`config.mk`:
```
export PLATFORM = sky130hd
export DESIGN_NAME = mult_arbiter
export DESIGN_NICKNAME = d
export VERILOG_FILES = /design/src/rtl/mult_arbiter.sv
export SDC_FILE = /design/constraint.sdc
export NUM_CORES = 1
export LEC_CHECK = 0
export BUFFER_PORTS_ARGS = -buffer_cell sky130_fd_sc_hd__clkbuf_2
export CAP_MARGIN = 30
export CORE_MARGIN = 3
export CORE_UTILIZATION = 28
export DETAILED_ROUTE_END_ITERATION = 6
export HOLD_SLACK_MARGIN = 0.15
export PLACE_DENSITY = 0.59
export RECOVER_POWER = 25
export SYNTH_ARGS = -nofsm -noshare
export SYNTH_HDL_FRONTEND = slang
export SYNTH_SLANG_ARGS = --single-unit
```
`constraint.sdc`:
```
create_clock -name clk_i -period 1.67 [get_ports clk_i]
set_input_delay 0.334 -clock clk_i [delete_from_list [all_inputs] [get_ports clk_i]]
set_output_delay 0.334 -clock clk_i [all_outputs]
set_load 0.02 [all_outputs]
```
`src/rtl/mult_arbiter.sv`:
```
// rtl/mult_arbiter.sv - round-robin arbiter sequencing one shared 4-phase multiplier
module mult_arbiter #(
  parameter int N_REQ       = 4,
  parameter int DATA_W      = 8,
  parameter int TIMEOUT_CYC = 16
) (
  input  logic                    clk_i,
  input  logic                    rst_i,
  input  logic [N_REQ-1:0]        req_i,
  input  logic [N_REQ*DATA_W-1:0] a_i,
  input  logic [N_REQ*DATA_W-1:0] b_i,
  output logic [N_REQ-1:0]        gnt_o,
  output logic [N_REQ-1:0]        done_o,
  output logic [2*DATA_W-1:0]     prod_o,
  output logic                    err_o,
  output logic                    busy_o,
  output logic                    mul_strt_o,
  output logic [DATA_W-1:0]       mul_a_o,
  output logic [DATA_W-1:0]       mul_b_o,
  input  logic [2:0]              mul_state_i,
  input  logic [2*DATA_W-1:0]     mul_prod_i
);

  // Multiplier state codes: IDLE=0, COMPUTE_PROD0..3=1..4, END=5
  localparam logic [2:0] ST_IDLE = 3'd0;
  localparam logic [2:0] ST_END  = 3'd5;
  localparam int PTR_W = (N_REQ > 1) ? $clog2(N_REQ) : 1;
  localparam int CNT_W = $clog2(TIMEOUT_CYC);

  typedef enum logic [1:0] {
    A_IDLE    = 2'd0,
    A_WAIT    = 2'd1,
    A_RELEASE = 2'd2
  } arb_state_t;

  arb_state_t             state_q, state_d;
  logic [PTR_W-1:0]       ptr_q, ptr_d;
  logic [CNT_W-1:0]       cnt_q, cnt_d;
  logic [N_REQ-1:0]       gnt_d, done_d;
  logic [2*DATA_W-1:0]    prod_d;
  logic                   err_d, busy_d, strt_d;
  logic [DATA_W-1:0]      a_d, b_d;
  logic                   sel_vld;
  logic [PTR_W-1:0]       sel_idx;

  function automatic logic [PTR_W-1:0] wrap_idx(input logic [PTR_W-1:0] base, input int off);
    int s;
    s = int'(base) + off;
    if (s >= N_REQ) s = s - N_REQ;
    return PTR_W'(s);
  endfunction

  // Scan downward so the last hit is the one closest to ptr going upward.
  always_comb begin
    sel_vld = 1'b0;
    sel_idx = '0;
    for (int i = N_REQ - 1; i >= 0; i--) begin
      if (req_i[wrap_idx(ptr_q, i)]) begin
        sel_vld = 1'b1;
        sel_idx = wrap_idx(ptr_q, i);
      end
    end
  end

  always_comb begin
    state_d = state_q;
    ptr_d   = ptr_q;
    cnt_d   = cnt_q;
    gnt_d   = gnt_o;
    done_d  = '0;
    prod_d  = prod_o;
    err_d   = err_o;
    busy_d  = busy_o;
    strt_d  = mul_strt_o;
    a_d     = mul_a_o;
    b_d     = mul_b_o;
    case (state_q)
      A_IDLE: begin
        if (mul_state_i == ST_IDLE && sel_vld) begin
          gnt_d          = '0;
          gnt_d[sel_idx] = 1'b1;
          a_d            = a_i[sel_idx*DATA_W +: DATA_W];
          b_d            = b_i[sel_idx*DATA_W +: DATA_W];
          ptr_d          = wrap_idx(sel_idx, 1);
          cnt_d          = '0;
          busy_d         = 1'b1;
          strt_d         = 1'b1;
          state_d        = A_WAIT;
        end
      end
      A_WAIT: begin
        if (mul_state_i == ST_END) begin
          prod_d  = mul_prod_i;
          done_d  = gnt_o;
          strt_d  = 1'b0;
          state_d = A_RELEASE;
        end else if (cnt_q == CNT_W'(TIMEOUT_CYC - 1)) begin
          prod_d  = '0;
          err_d   = 1'b1;
          done_d  = gnt_o;
          strt_d  = 1'b0;
          state_d = A_RELEASE;
        end else begin
          cnt_d = cnt_q + CNT_W'(1);
        end
      end
      A_RELEASE: begin
        // Hold the grant until the multiplier is really back in IDLE.
        if (mul_state_i == ST_IDLE) begin
          gnt_d   = '0;
          busy_d  = 1'b0;
          state_d = A_IDLE;
        end
      end
      default: begin
        gnt_d   = '0;
        busy_d  = 1'b0;
        strt_d  = 1'b0;
        state_d = A_IDLE;
      end
    endcase
  end

  always_ff @(posedge clk_i or posedge rst_i) begin
    if (rst_i) begin
      state_q    <= A_IDLE;
      ptr_q      <= '0;
      cnt_q      <= '0;
      gnt_o      <= '0;
      done_o     <= '0;
      prod_o     <= '0;
      err_o      <= 1'b0;
      busy_o     <= 1'b0;
      mul_strt_o <= 1'b0;
      mul_a_o    <= '0;
      mul_b_o    <= '0;
    end else begin
      state_q    <= state_d;
      ptr_q      <= ptr_d;
      cnt_q      <= cnt_d;
      gnt_o      <= gnt_d;
      done_o     <= done_d;
      prod_o     <= prod_d;
      err_o      <= err_d;
      busy_o     <= busy_d;
      mul_strt_o <= strt_d;
      mul_a_o    <= a_d;
      mul_b_o    <= b_d;
    end
  end

endmodule

```
==> run metrics <==
outcome finished, violations left; failing checks setup timing; first-pass GRT wire length 11900 um; Setup CP Type reg -> reg; Nets 480; register area 1280 um^2; Syn Inst Count 229; r2r endpoint mul_a_o[7]$_DFFE_PP0P_; full die area 10600 um^2; Syn. warnings 0; RSZ-0062 raised after global routing true; Port Buf Inserts 131; Ports 132; maxcap violations 0; fmax 571 MHz; Clock Latency Late Sink 0.30 ns; vias in the first global route 2426; TritonCTS clock tree done; Leakage 1.91 nW; die span in y 103 um; crit path max fanout 22; Mapped Avg Cell Area 11.5 um^2; DR WL/cell 15.1 um; grt total ovfl 0; CP Capture Point mul_a_o[7]$_DFFE_PP0P_; drt total wl 7450 um; Final ANT Viol Nets 0; area of the core 8930 um^2; worst r2r src ptr_q[1]$_DFFE_PP0P_; initial antenna violation count 0; r2r setup slk -0.08 ns; min Tclk post-route 1.75 ns; Setup crit end kind register; via/cell ratio 4.99; fin worst setup slack -0.0801 ns; # clock sinks 51; setup_tns -0.622 ns; final hold vios 0; drt first pass iters 4; clk buf depth 2; area grow syn2layout 43.0%; crit share post-route 105%; Worst Setup SP ptr_q[1]$_DFFE_PP0P_; dpl ws -0.213 ns; Mapped Area 2640 um^2; VDD IR-drop max 0.554 mV; Final Wtd Congestion 0.798; P per Cell Area 1510 nW/um^2; DR iter-0 viols 85; CP Data Arrival Time 1.94 ns; Initial Util 29.5%; setup violators final 17; Post-route DRC 0; # diodes 0; clk root buf clkbuf_8; Tightest Hold Check Type in -> reg; reg2reg path depth 7; Slew Viols, Final 0; largest net degree at the start of global routing 52; cts bufs inserted 5; combined area of the multi-input logic cells 1290 um^2; H-tree Lvls 2; DP HPWL 5720 um; slew margin rel. 52.4%; Total GRT Usage 14.3%; share of cells above drive strength 1 52.2%; vias 2462; startpoint types register; Die X-Extent 103 um; Seq/Total Area, Yosys 48.4%; Net Count, Synth 323; Worst-path clk slew 0.09 ns; Yosys cell types 42; Tightest Pin Transition 0.713 ns; Worst EP required 1.86 ns; Layout fillers 871; Synth Register Bits 51; row count 34; clock skew 0.00335 ns
==> cell usage in the layout (no fill, tap or decap), drive strengths merged, types with 2 or more instances in the layout <==
cell type,count
mux2i,16
nand2b,3
a211oi,17
clkbuf,138
inv,5
nor2b,2
and2,17
dfrtp,51
a21oi,5
nor2,22
ha,5
a221oi,16
buf,32
a22o,20
nand2,6
nand3,4
nand3b,2
o21ai,2
and3,5
a21o,2
mux2,3
==> timing repair <==
action                                  CTS  global route
pin swaps                                 7             5
buffers inserted                          1             0
hold buffers                              1             0
endpoints found under the setup margin   17            34
gates resized for setup                   3            15
gates cloned                              0             0
endpoints found under the hold margin    51             0
==> cell type report <==
type | instances | area share (%)
multi-input cells | 158 | 34.3
flip-flops and latches | 51 | 33.8
clock buffers | 6 | 1.92
inverters | 5 | 0.829
repair buffers | 165 | 25.5
well taps | 108 | 3.58
==> how the worst min path moves through the flow <==
stage | slack [ns] | start | cells past startpoint | end
finish | 0.25 | mul_prod_i[15] | 2 | prod_o[15]$_DFFE_PP0P_
global placement | 0.39 | rst_i | 3 | prod_o[4]$_DFFE_PP0P_
floorplan | 0.47 | mul_prod_i[10] | 1 | prod_o[10]$_DFFE_PP0P_
CTS | 0.24 | mul_prod_i[15] | 2 | prod_o[15]$_DFFE_PP0P_
detailed placement | 0.39 | rst_i | 3 | prod_o[4]$_DFFE_PP0P_
global route | 0.25 | mul_prod_i[7] | 2 | prod_o[7]$_DFFE_PP0P_
==> registers in the layout (all words and copies together), names as in the netlist <==
signal	count
busy_o	1
err_o	1
gnt_o	4
mul_b_o	8
cnt_q	4
ptr_q	2
state_q	2
prod_o	16
mul_a_o	8
mul_strt_o	1
done_o	4
==> cell usage after synthesis, drive strengths merged <==
library cell / instances / area share [%]
dfrtp: 51 / 48
nor2: 22 / 3.1
a22o: 20 / 6.6
a211oi: 17 / 5.6
and2: 17 / 4.0
a221oi: 16 / 5.8
mux2i: 16 / 6.1
buf: 12 / 4.1
nand2: 6 / 0.85
a21oi: 5 / 0.95
and3: 5 / 1.4
ha: 5 / 2.4
inv: 5 / 1.0
nand3: 4 / 0.76
clkbuf: 3 / 0.43
mux2: 3 / 1.3
nand2b: 3 / 1.0
a21o: 2 / 0.57
nand3b: 2 / 0.57
nor2b: 2 / 0.47
o21ai: 2 / 0.38
a31oi: 1 / 0.24
nor3: 1 / 0.38
nor3b: 1 / 0.28
nor4: 1 / 0.47
nor4b: 1 / 0.90
o21a: 1 / 0.28
o21bai: 1 / 0.28
o221ai: 1 / 0.57
o22a: 1 / 0.33
o22ai: 1 / 0.24
or3: 1 / 0.24
==> power by group <==
part           switching (mW)  internal, mW
clock network           0.387         0.281
registers               0.321          1.74
logic                    1.63          1.33
total                    2.34          3.36
==> critical path, stage by stage (launching register included) <==
cell and delay, ns:
dfrtp_1 0.42, mux2_4 0.31, nand2_2 0.06, and3_4 0.25
inv_12 0.07, buf_4 0.16, a221oi_2 0.29, a211oi_2 0.05
==> logic make-up after synthesis <==
group / count (synthesis) / synth area share, %
compound gates: 68 / 21.9
mux: 19 / 7.35
simple gates: 66 / 14.5
flops: 51 / 48.4
buf+inv: 20 / 5.55
fa+ha+maj: 5 / 2.37
==> layer usage <==
metal  track usage (%)  up-vias  wire [um]  part of all wire, %
met2              24.4       89       3790                   51
met1              18.4     1193       3110                   42
met4              3.49        0         68                 0.91
li1                  -     1175          -                    -
met5                 0        -          0                    0
met3              3.45        5        478                  6.4
==> metrics by stage <==
step / instance area [um^2] / power [mW] / utilization (%) / instances / hold slack (ns)
final: 3770 / 5.70 / 42.2 / 493 / 0.249
after floorplan: 2660 / 3.87 / - / 229 / 0.467
after CTS: 3720 / 5.69 / 41.7 / 493 / 0.240
after detailed placement: 3620 / 4.96 / 40.5 / 485 / 0.390
after global routing: 3770 / 6.12 / 42.2 / 493 / 0.247
after global placement: 3620 / 4.93 / 40.5 / 485 / 0.391
(Power assumes the default switching activity.)
